### src/rtl/serial_logic_unit.sv
// Bit-serial AND/OR/NOT/XOR engine, LSB first.
// Valid/ready request and response ports; result plus zero/parity flags.
module serial_logic_unit #(
  parameter int WIDTH = 8
) (
  input  logic             clk,
  input  logic             rst,
  input  logic             in_valid,
  output logic             in_ready,
  input  logic [1:0]       op,
  input  logic [WIDTH-1:0] a,
  input  logic [WIDTH-1:0] b,
  output logic             out_valid,
  input  logic             out_ready,
  output logic [WIDTH-1:0] y,
  output logic             zero,
  output logic             parity,
  output logic             busy
);

  localparam int CW = $clog2(WIDTH);
  localparam logic [CW-1:0] LAST = CW'(WIDTH - 1);

  typedef enum logic [1:0] {
    IDLE  = 2'd0,
    SHIFT = 2'd1,
    DONE  = 2'd2
  } state_t;

  state_t state, state_nx;

  logic [1:0]       op_q;
  logic [WIDTH-1:0] a_sh;
  logic [WIDTH-1:0] b_sh;
  logic [WIDTH-1:0] part;
  logic [WIDTH-1:0] part_nx;
  logic [CW-1:0]    cnt;
  logic             accept;
  logic             last;
  logic             bit_r;

  assign in_ready  = (state == IDLE);
  assign out_valid = (state == DONE);
  assign busy      = (state != IDLE);

  assign last    = (cnt == LAST);
  assign part_nx = {bit_r, part[WIDTH-1:1]};

  always_comb begin
    bit_r = 1'b0;
    unique case (op_q)
      2'b00: bit_r = a_sh[0] & b_sh[0];
      2'b01: bit_r = a_sh[0] | b_sh[0];
      2'b10: bit_r = ~a_sh[0];
      2'b11: bit_r = a_sh[0] ^ b_sh[0];
      default: bit_r = 1'b0;
    endcase
  end

  always_ff @(posedge clk or posedge rst) begin
    if (rst) state <= IDLE;
    else     state <= state_nx;
  end

  always_comb begin
    state_nx = state;
    accept   = 1'b0;
    unique case (state)
      IDLE: begin
        if (in_valid) begin
          accept   = 1'b1;
          state_nx = SHIFT;
        end
      end
      SHIFT: begin
        if (last) state_nx = DONE;
      end
      DONE: begin
        if (out_ready) state_nx = IDLE;
      end
      default: state_nx = IDLE;
    endcase
  end

  always_ff @(posedge clk or posedge rst) begin
    if (rst) begin
      op_q   <= 2'b00;
      a_sh   <= '0;
      b_sh   <= '0;
      part   <= '0;
      cnt    <= '0;
      y      <= '0;
      zero   <= 1'b0;
      parity <= 1'b0;
    end else if (accept) begin
      op_q <= op;
      a_sh <= a;
      b_sh <= b;
      part <= '0;
      cnt  <= '0;
    end else if (state == SHIFT) begin
      a_sh <= a_sh >> 1;
      b_sh <= b_sh >> 1;
      part <= part_nx;
      // counter saturates at the last bit; the final bit loads the outputs
      if (last) begin
        y      <= part_nx;
        zero   <= (part_nx == '0);
        parity <= ^part_nx;
      end else begin
        cnt <= cnt + 1'b1;
      end
    end
  end

endmodule

### config.mk
export PLATFORM = sky130hd
export DESIGN_NAME = serial_logic_unit
export DESIGN_NICKNAME = d
export VERILOG_FILES = /design/src/rtl/serial_logic_unit.sv
export SDC_FILE = /design/constraint.sdc
export NUM_CORES = 1
export LEC_CHECK = 0
export ABC_AREA = 1
export BUFFER_PORTS_ARGS = -buffer_cell sky130_fd_sc_hd__buf_4
export CAP_MARGIN = 20
export CORE_ASPECT_RATIO = 1.2
export CORE_UTILIZATION = 45
export DETAILED_ROUTE_END_ITERATION = 10
export GPL_ROUTABILITY_DRIVEN = 0
export HOLD_SLACK_MARGIN = 0.05
export PLACE_DENSITY = 0.67
export SYNTH_ARGS = -nofsm -noshare
export SYNTH_HDL_FRONTEND = slang
export SYNTH_SLANG_ARGS = --single-unit
export TNS_END_PERCENT = 20
### constraint.sdc
create_clock -name clk -period 1.5 [get_ports clk]
set_clock_uncertainty 0.15 [all_clocks]
set_input_delay 0.075 -clock clk [delete_from_list [all_inputs] [get_ports clk]]
set_output_delay 0.075 -clock clk [all_outputs]
set_load 0.01 [all_outputs]
After elaboration in Yosys (flattened, before gate mapping)
Index checks and enable logic that the tools add are counted.

Add/subtract/negate cells: 1. Bitwise gates (word level): 5. Eq/ne operators: 10. Mux-type cells: 16. Reductions and logical operators: 9.

Operators with widths (number): two-way mux 8 bit (6); two-way mux 3 bit (3); logical NOT 8 bit (1); XOR reduction 8 bit (1); == test 2 bit, second input constant (3); two-way mux 2 bit (3); != test 2 bit, second input constant (3); case mux 2 bit (3 select lines) (1); AND reduction 3 bit (2); == test 2 x 1 -> 1 bit, second input constant (2); logical NOT 2 bit (2); case mux 1 bit (4 select lines) (1); nonzero test 2 bit (2); adder 3 x 1 -> 3 bit, second input constant (1); == test 3 bit, second input constant (1); two-way mux 1 bit (2); != test 2 x 1 -> 1 bit, second input constant (1); NOT 1 bit (2); AND reduction 2 bit (1); bitwise AND 1 bit (1); bitwise OR 1 bit (1); XOR 1 bit (1).

Output and inout bits: 13. Flip-flop bits (word level): 41. Word-level logic and storage cells: 50. Bits of input ports: 22.

Longest topological paths before layout
Gate-level depths: netlist of the first run.

Word-level depth: 4. Mapped depth: 11. Mapped depth without buffers: 11.

Least setup slack after synthesis of the first run
OpenSTA, ideal clock, no wires.

Path type: reg2reg. Start point: register a_sh[0]. End point: register parity. Data arrival time: 1.145 ns. Required time: 1.233 ns. Path slack: 0.087 ns. Period minus slack after synthesis: 1.413 ns. Library setup time: 0.117 ns. Buffers on the path: 0. Cell stages (with the launch flop): 11. Cells stage by stage: dfrtp_1 > inv_1 > ha_1 > inv_1 > nand2_1 > nand3_1 > nand3_1 > nand2_1 > nand2_1 > nand3_1 > nand2_1.

Word-level cells in the longest chain between the ends: 3. Elaborated cells between the ends (all ways): 6. Classes of those cells: mux: 1; bitwise: 4; reduce/logical: 1.

Ends and longest elaborated chain: start: declaration (line 33) `logic [WIDTH-1:0] a_sh;`; start signal: assignment (line 102) `a_sh <= a_sh >> 1;`; XOR 1 bit, or another cell as far along (line 55) `2'b11: bit_r = a_sh[0] ^ b_sh[0];`; case mux 1 bit (4 select lines) * (line 51) `unique case (op_q)`; XOR reduction 8 bit * (line 109) `parity <= ^part_nx;`; end signal: assignment (line 109); end: declaration (line 17) `output logic parity,`.

Mark *: on every way between the ends. The rest lies on a longest branch, timed or not. A chain may end at the register's enable or synchronous reset.

Final worst setup path of the first run
Start point: register part[3]. End point: register parity.

Word-level cells in the longest chain between the ends: 1.

Ends and longest elaborated chain: start: declaration (line 35) `logic [WIDTH-1:0] part;`; start signal: assignment (line 104) `part <= part_nx;`; XOR reduction 8 bit (line 109).

Every way passes these cells.

==> metrics.yaml, run 1 <==
finalHoldViolations: 0
worst_pin_slew_ns: 0.4906
crit_end: "parity"
io_buffers: 34
synth_ff_type: "dfrtp_1"
fin_hold_ws_ns: 0.3090
vias_per_cell: 4.972
finalSetupViolations: 0
clk_transition_reported_paths_ns: 0.07
crit_fanout: 2
cp.arrival_ns: 1.49
fin_cells: 325
first_iter_violations: 42
coreArea_sq_um: 3910
clock_path_buffers: 2
maxSlewHeadroom_pct: 67.29
yosys_warnings: 0
wl_per_cell_um: 12.64
crit_path_end_kind: "flop"
synth.most_common_cell: "nand2_1"
maxCapViolations: 0
num-fill-cells: 304
syn_nets: 228
hold_path.class: "primary input to asynchronous set/reset pin"
htree_levels: 2
period_share_pct: 96.80
gr-total-overflow: 0
drive_gt1_share_pct: 32.84
rrSetupSlack_ns: 0.05
max_freq_mhz: 688.7
netlist_area_sq_um: 1824
dieArea_sq_um: 4313
ys_types: 21
die_h_um: 71.75
placed_cell_area_sq_um: 2206
power_density_nw_per_um2: 1933
highest_layer: "met4"
dp_cells: 290
fin_util_pct: 69.06
antenna_cells: 0
slew_viol_final: 0
yosysTopAreaCell: "dfrtp_1"
synth_top_cell_area_share_pct: 54.87
pin_count: 35
startpoint_type: "flop"
r2r_cells: 10
ir_drop_v: 0.001036
synthTopCellsByArea: "dfrtp_1 (55%), nand2_1 (10%), inv_1 (7.2%), o221ai_1 (6.7%), ha_1 (4.8%)"
wl_met1_mm: 1.678
start_util_pct: 46.66
cts_root_buffer: "clkbuf_8"
syn_area_per_cell_sq_um: 9.167
dp_hpwl_mm: 2.328
synthCells: 199
critPathKind: "flop to flop"
grt_pass1_vias: 1468
rsz0062_at_grt: "yes"
nets: 300
grt_pass1_wl_mm: 6.175
cp.required_ns: 1.54
rr_startpoint: "part[3]"
synth_edf_count: 0
run_status: "finished, final reports clean"
antenna_found_initial: 0
clk_latency_ns: 0.29
clock_sinks: 40
die_width_um: 60.12
wl_met2_mm: 2.221
synth-seq-area-share_pct: 54.87
cts_inserted_buffers: 5
tritoncts: "yes"
period_needed_ns: 1.452
row_count: 25
via_count: 1616
async_flop_share_pct: 100.0
first_pass_iters: 4
fin_area_sq_um: 2700
grt_max_degree: 41
synth_common_cells: "nand2_1 (49), dfrtp_1 (40), inv_1 (35), o221ai_1 (14), nand3_1 (12)"
synth_seq_cells: 40
area_growth_pct: 48.01
critPathLaunch: "part[3]"
wl_mm: 4.107
wl_met3_um: 129
rr_endpoint: "parity"
drc: 0
drtAntennaViolNets: 0
grtUsageTotal_pct: 19.82
leakage_nw: 1.332
==> power by group <==
part	switching, mW	leakage, nW	total (mW)	internal [mW]
logic	1.44	0.771	2.70	1.27
registers	0.223	0.511	1.76	1.53
clock network	0.349	0.0503	0.759	0.409
==> stage by stage <==
step	total power, mW	setup slack, ns	TNS, ns
final	5.219	0.04802	0
after global routing	5.672	-0.04192	-0.05998
after CTS	4.825	0.002428	0
after detailed placement	3.997	0.007654	0
after global placement	3.929	0.05685	0
after floorplan	3.241	0.08735	0
==> cell families (layout without fill, tap and decap cells) <==
group / after synthesis / count (layout) / synth area share (%)
flops: 40 / 40 / 54.87
compound gates: 35 / 35 / 13.10
fa+ha+maj: 7 / 7 / 4.801
buf+inv: 46 / 118 / 10.49
xor+xnor: 1 / 1 / 0.4802
simple gates: 70 / 70 / 16.26
==> state kept, by name, indices dropped and copies added (netlist names) <==
signal	count
a_sh	8
b_sh	8
y	8
part	7
cnt	3
op_q	2
state	2
parity	1
zero	1
==> area by class of cell <==
class,count,area [sq um],share of cell area [%]
Multi-Input combinational cell,113,729.5,27.02
Inverter,38,145.1,5.375
Tap cell,54,67.56,2.502
Timing Repair Buffer,73,660.6,24.47
Sequential cell,40,1001,37.07
Clock buffer,7,96.34,3.568
==> metal layers <==
layer  up-vias  GRT usage, %
met5         -             0
met4         0         10.08
met3         7         5.776
met2        38         33.58
met1       776         21.96
li1        795             -
==> worst max-delay path, cell delays in order (launching register included) <==
cell	delay, ns
dfrtp_1	0.36
inv_1	0.11
ha_4	0.21
inv_1	0.05
nand2_1	0.05
nand2_1	0.06
nand2_1	0.05
nand2_1	0.08
nand3_1	0.08
nand3_1	0.09
nand2_1	0.05
==> how the worst min path moves through the flow <==
stage                to  slack [ns]  cells after the start
3_3_place_gp       y[1]        0.09                      3
3_5_place_dp    part[1]        0.09                      3
5_1_grt         part[1]        0.35                      4
2_1_floorplan  state[1]        0.02                      1
4_1_cts        state[0]        0.32                      4
6_report        part[1]        0.31                      4
==> cell usage in the layout, fill, tap and decap left out, drive strengths merged <==
master,n
ha,7
o221ai,14
xor2,1
o31ai,1
nand3b,1
buf,50
o22ai,7
clkbuf,9
dlygate4sd3,21
nand2,53
inv,38
o21ai,13
dfrtp,40
nand4,1
nand3,12
nor2,3
==> timing repair <==
action | in CTS | in global routing
hold endpoints to repair | 62 | 0
gates resized for setup | 1 | 26
gates cloned | 0 | 2
buffers inserted | 0 | 5
pin swaps | 0 | 6
setup endpoints to repair | 1 | 14
hold buffers | 21 | 0
Power figures use the tool's default switching activity.
==> inputs of run 2 (changes only) <==
Settings changed: CORE_MARGIN from default to 3.
Clock period 1.5 ns to 1.7 ns, I/O delays scaled along.
==> run 2 against run 1 <==
Power down 23%. Design area down 10%. Highest routed layer unchanged. Maximum frequency is 6.0% lower. Setup slack improved by 0.11 ns. Sequential share of layout area up 4.1 points. Combinational power decreased by 31%. Register-to-register slack better by 0.11 ns. Clock-buffer cell count down 1.
==> metrics.yaml, run 2 (synthesis results as in run 1) <==
run_status: "finished, final reports clean"
drive_gt1_share_pct: 20.93
power.switching_mw: 1.571
grt_pass1_wl_mm: 6.072
grt_max_degree: 41
placed_cell_area_sq_um: 2126
crit_path_end_kind: "flop"
power_density_nw_per_um2: 1661
num-fill-cells: 339
crit_fanout: 20
antenna_cells: 0
dp_slack_ns: 0.1582
fin_area_sq_um: 2429
first_iter_violations: 59
via_count: 1496
comb_power_share_pct: 46.2
row_count: 24
reg_top3: "a_sh x8, b_sh x8, y x8"
finalSetupViolations: 0
ir_drop_v: 0.0008629
post-cts-setup-buffer-count: 0
seqPwrFrac_pct: 37.7
worst_slack_ns: 0.1550
startpoint_type: "flop"
clock_sinks: 40
die_width_um: 64.12
htree_levels: 2
clk_latency_ns: 0.29
p_clk_share_pct: 16.0
clk_transition_reported_paths_ns: 0.08
maxSlewHeadroom_pct: 66.09
fin_cells: 310
regArea_sq_um: 1001
period_share_pct: 90.88
critPathKind: "flop to flop"
period_needed_ns: 1.545
first_pass_iters: 4
cp.arrival_ns: 1.57
fin_total_pwr_mw: 4.035
cts_resized: 0
clock_path_buffers: 2
dieArea_sq_um: 4857
grt_pass1_vias: 1433
rsz0062_at_grt: "no"
dp_cells: 281
nets: 286
hold_path.class: "primary input to asynchronous set/reset pin"
layout_commonest_cell: "nand2_1"
gr-total-overflow: 0
multi_input_area_sq_um: 631.9
pin_count: 35
slew_viol_final: 0
cp.required_ns: 1.73
area_growth_pct: 33.13
dp_hpwl_mm: 2.394
rrSetupSlack_ns: 0.15
maxCapViolations: 0
io_buffers: 34
fin_hold_ws_ns: 0.3103
vias_per_cell: 4.826
setup_tns_ns: 0
leakage_nw: 1.227
finalHoldViolations: 0
wl_per_cell_um: 11.62
start_util_pct: 48.60
drc: 0
max_freq_mhz: 647.2
final_cell_mix: "nand2_1 (49), dfrtp_1 (40), buf_4 (38)"
die_h_um: 75.75
p_sw_share_pct: 38.93
cts_root_buffer: "clkbuf_8"
worst_pin_slew_ns: 0.5086
wl_mm: 3.603
antenna_found_initial: 0
grtUsageTotal_pct: 16.24
drtAntennaViolNets: 0
tritoncts: "yes"
fin_util_pct: 64.70
p_int_mw: 2.464
cts_inserted_buffers: 5
coreArea_sq_um: 3754
-- run 2: cell type report --
type / instances / share of cell area (%)
Tap cell: 52 / 2.679
Clock buffer: 6 / 3.400
Multi-Input combinational cell: 113 / 26.02
Sequential cell: 40 / 41.22
Inverter: 38 / 5.873
Timing Repair Buffer: 59 / 20.40
Clock inverter: 2 / 0.4122
-- run 2: worst paths after layout --
kind / from / end / cells after the start
setup / recovery: cnt[0] / zero / 6
setup reg to reg: cnt[0] / zero / 6
max in group asynchronous: rst / state[1] / 4
hold reg to reg: parity / parity / 2
hold / removal: rst / part[1] / 4
min in group clk: parity / parity / 2
-- run 2: what timing repair did --
item                                    in CTS  in global routing
hold buffers                                21                  0
endpoints found under the hold margin       62                  0
endpoints found under the setup margin       0                  0
-- run 2: critical path, stage by stage (launching register included) --
cell and delay [ns]:
dfrtp_1 0.40, ha_1 0.20, ha_1 0.20, nand2_2 0.27, inv_2 0.06, nand4_1 0.08, o21ai_1 0.06
-- run 2: metal layers --
metal  vias to the layer above  part of all wire, %  GRT usage, %
met5                         -                    0             0
met4                         0                  1.7         6.338
met3                         6                  5.1         4.572
met2                        44                   49         28.93
met1                       683                   44         18.73
li1                        763                    -             -
-- run 2: power groups by stage --
stage               clock network, mW  registers [mW]  logic (mW)
global placement                    0            1.53        1.81
CTS                             0.664            1.53        1.88
detailed placement                  0            1.55        1.83
floorplan                           0            1.56        1.30
finish                          0.647            1.52        1.86
global route                    0.703            1.57        2.14
==> inputs of run 3 (changes only) <==
Settings changed: PLACE_DENSITY 0.67 to 0.7.
Clock period 1.7 ns to 1.3 ns, I/O delays scaled along.
==> run 3 against run 2 <==
Clock-buffer cell count down 1. First-iteration DRC count up 14%. Critical endpoint is now parity. Critical path type unchanged. Maximum frequency up 8.3%. Highest routed layer unchanged. The flow now finishes with violations (negative setup slack).
==> metrics.yaml, run 3 (synthesis results as in run 1) <==
antenna_found_initial: 0
power_density_nw_per_um2: 2331
row_count: 24
max_freq_mhz: 700.7
drtAntennaViolNets: 0
r2r_cells: 10
worst_pin_slew_ns: 0.2268
wl_mm: 4.214
first_pass_iters: 4
leakage_nw: 1.393
die_h_um: 75.75
fin_hold_ws_ns: 0.2404
layout_commonest_cell: "buf_4"
p_int_mw: 4.126
area_growth_pct: 57.82
io_buffers: 34
critPathKind: "flop to flop"
ir_drop_v: 0.001250
htree_levels: 2
crit_fanout: 3
grt_pass1_wl_mm: 6.755
cp.arrival_ns: 1.47
seqPwrFrac_pct: 30.4
period_share_pct: 109.8
power.switching_mw: 2.585
run_status: "finished with violations"
dieArea_sq_um: 4857
crit_path_end_kind: "flop"
dp_slack_ns: -0.09861
cts_inserted_buffers: 5
nets: 310
violations: "negative setup slack"
worst_slack_ns: -0.1271
finalSetupViolations: 20
slew_viol_final: 0
start_util_pct: 48.60
cts_root_buffer: "clkbuf_8"
coreArea_sq_um: 3754
p_clk_share_pct: 15.2
finalHoldViolations: 0
gr-usage-met3_pct: 4.425
maxCapViolations: 0
cp.required_ns: 1.34
fin_total_pwr_mw: 6.711
comb_power_share_pct: 54.4
rsz0062_at_grt: "yes"
clk_latency_ns: 0.29
clk_transition_reported_paths_ns: 0.08
startpoint_type: "flop"
first_iter_violations: 67
wl_per_cell_um: 12.62
antenna_cells: 0
pin_count: 35
hold_path.class: "primary input to asynchronous set/reset pin"
placed_cell_area_sq_um: 2374
die_width_um: 64.12
busiest_layer: "met2"
via_count: 1619
grtUsageTotal_pct: 18.12
p_sw_share_pct: 38.52
period_needed_ns: 1.427
grt.met2_usage_pct: 35.02
fin_area_sq_um: 2879
tritoncts: "yes"
clock_path_buffers: 2
drive_gt1_share_pct: 42.91
gr-total-overflow: 0
dp_hpwl_mm: 2.631
drc: 0
grt_util_met1_pct: 19.26
fin_util_pct: 76.70
reg_top3: "a_sh x8, b_sh x8, y x8"
final_cell_mix: "buf_4 (54), nand2_1 (40), dfrtp_1 (39)"
grt_max_degree: 41
grt_pass1_vias: 1587
maxSlewHeadroom_pct: 84.88
clock_sinks: 40
vias_per_cell: 4.847
-- run 3: final cells by class --
type                    instances  area, sq um
clock buffers                   5        68.82
clock inverters                 3        42.54
fillers                       256        874.6
inverters                      38        150.1
multi-input cells             113        827.0
flip-flops and latches         40         1002
well taps                      52        65.06
repair buffers                 83        723.2
-- run 3: worst max-delay path: stages, from the launching register on --
cell and delay (ns):
dfrtp_1 0.41, inv_2 0.08, ha_4 0.20, inv_2 0.04, nand2_1 0.04, nand3_1 0.07
nand3_2 0.09, nand2_1 0.09, nand2_1 0.05, nand3_1 0.06, nand2_1 0.05
-- run 3: worst paths after layout --
kind | start | to | slack, ns
setup reg to reg | a_sh[0] | parity | -0.13
hold reg to reg | y[6] | y[6] | 0.34
min in group clk | y[6] | y[6] | 0.34
setup / recovery | a_sh[0] | parity | -0.13
hold / removal | rst | y[0] | 0.24
max in group asynchronous | rst | state[0] | 0.55
-- run 3: timing repair --
action	CTS	global route
endpoints found under the setup margin	38	42
pin swaps	1	7
resized for setup	19	32
hold buffers	21	0
buffers inserted	1	2
hold endpoints to repair	60	0
-- run 3: per-stage QoR --
stage	instances	setup TNS [ns]
floorplan	199	-0.03395
global placement	302	-0.8853
detailed placement	302	-0.8906
CTS	332	-0.4469
global route	334	-2.485
finish	334	-0.7217
-- run 3: power groups by stage --
| stage | logic [mW] | registers [mW] | clock network [mW] |
|---|---|---|---|
| 3_3_place_gp | 2.94 | 2.03 | 0 |
| 4_1_cts | 3.21 | 2.02 | 1.03 |
| 5_1_grt | 4.03 | 2.10 | 1.08 |
| 2_1_floorplan | 1.85 | 2.07 | 0 |
| 6_report | 3.65 | 2.04 | 1.02 |
| 3_5_place_dp | 2.99 | 2.04 | 0 |
-- run 3: layer usage --
metal / vias up / share of wire [%]
met1: 767 / 41
met4: 0 / 0.85
li1: 814 / -
met5: - / 0
met3: 4 / 3.5
met2: 34 / 55
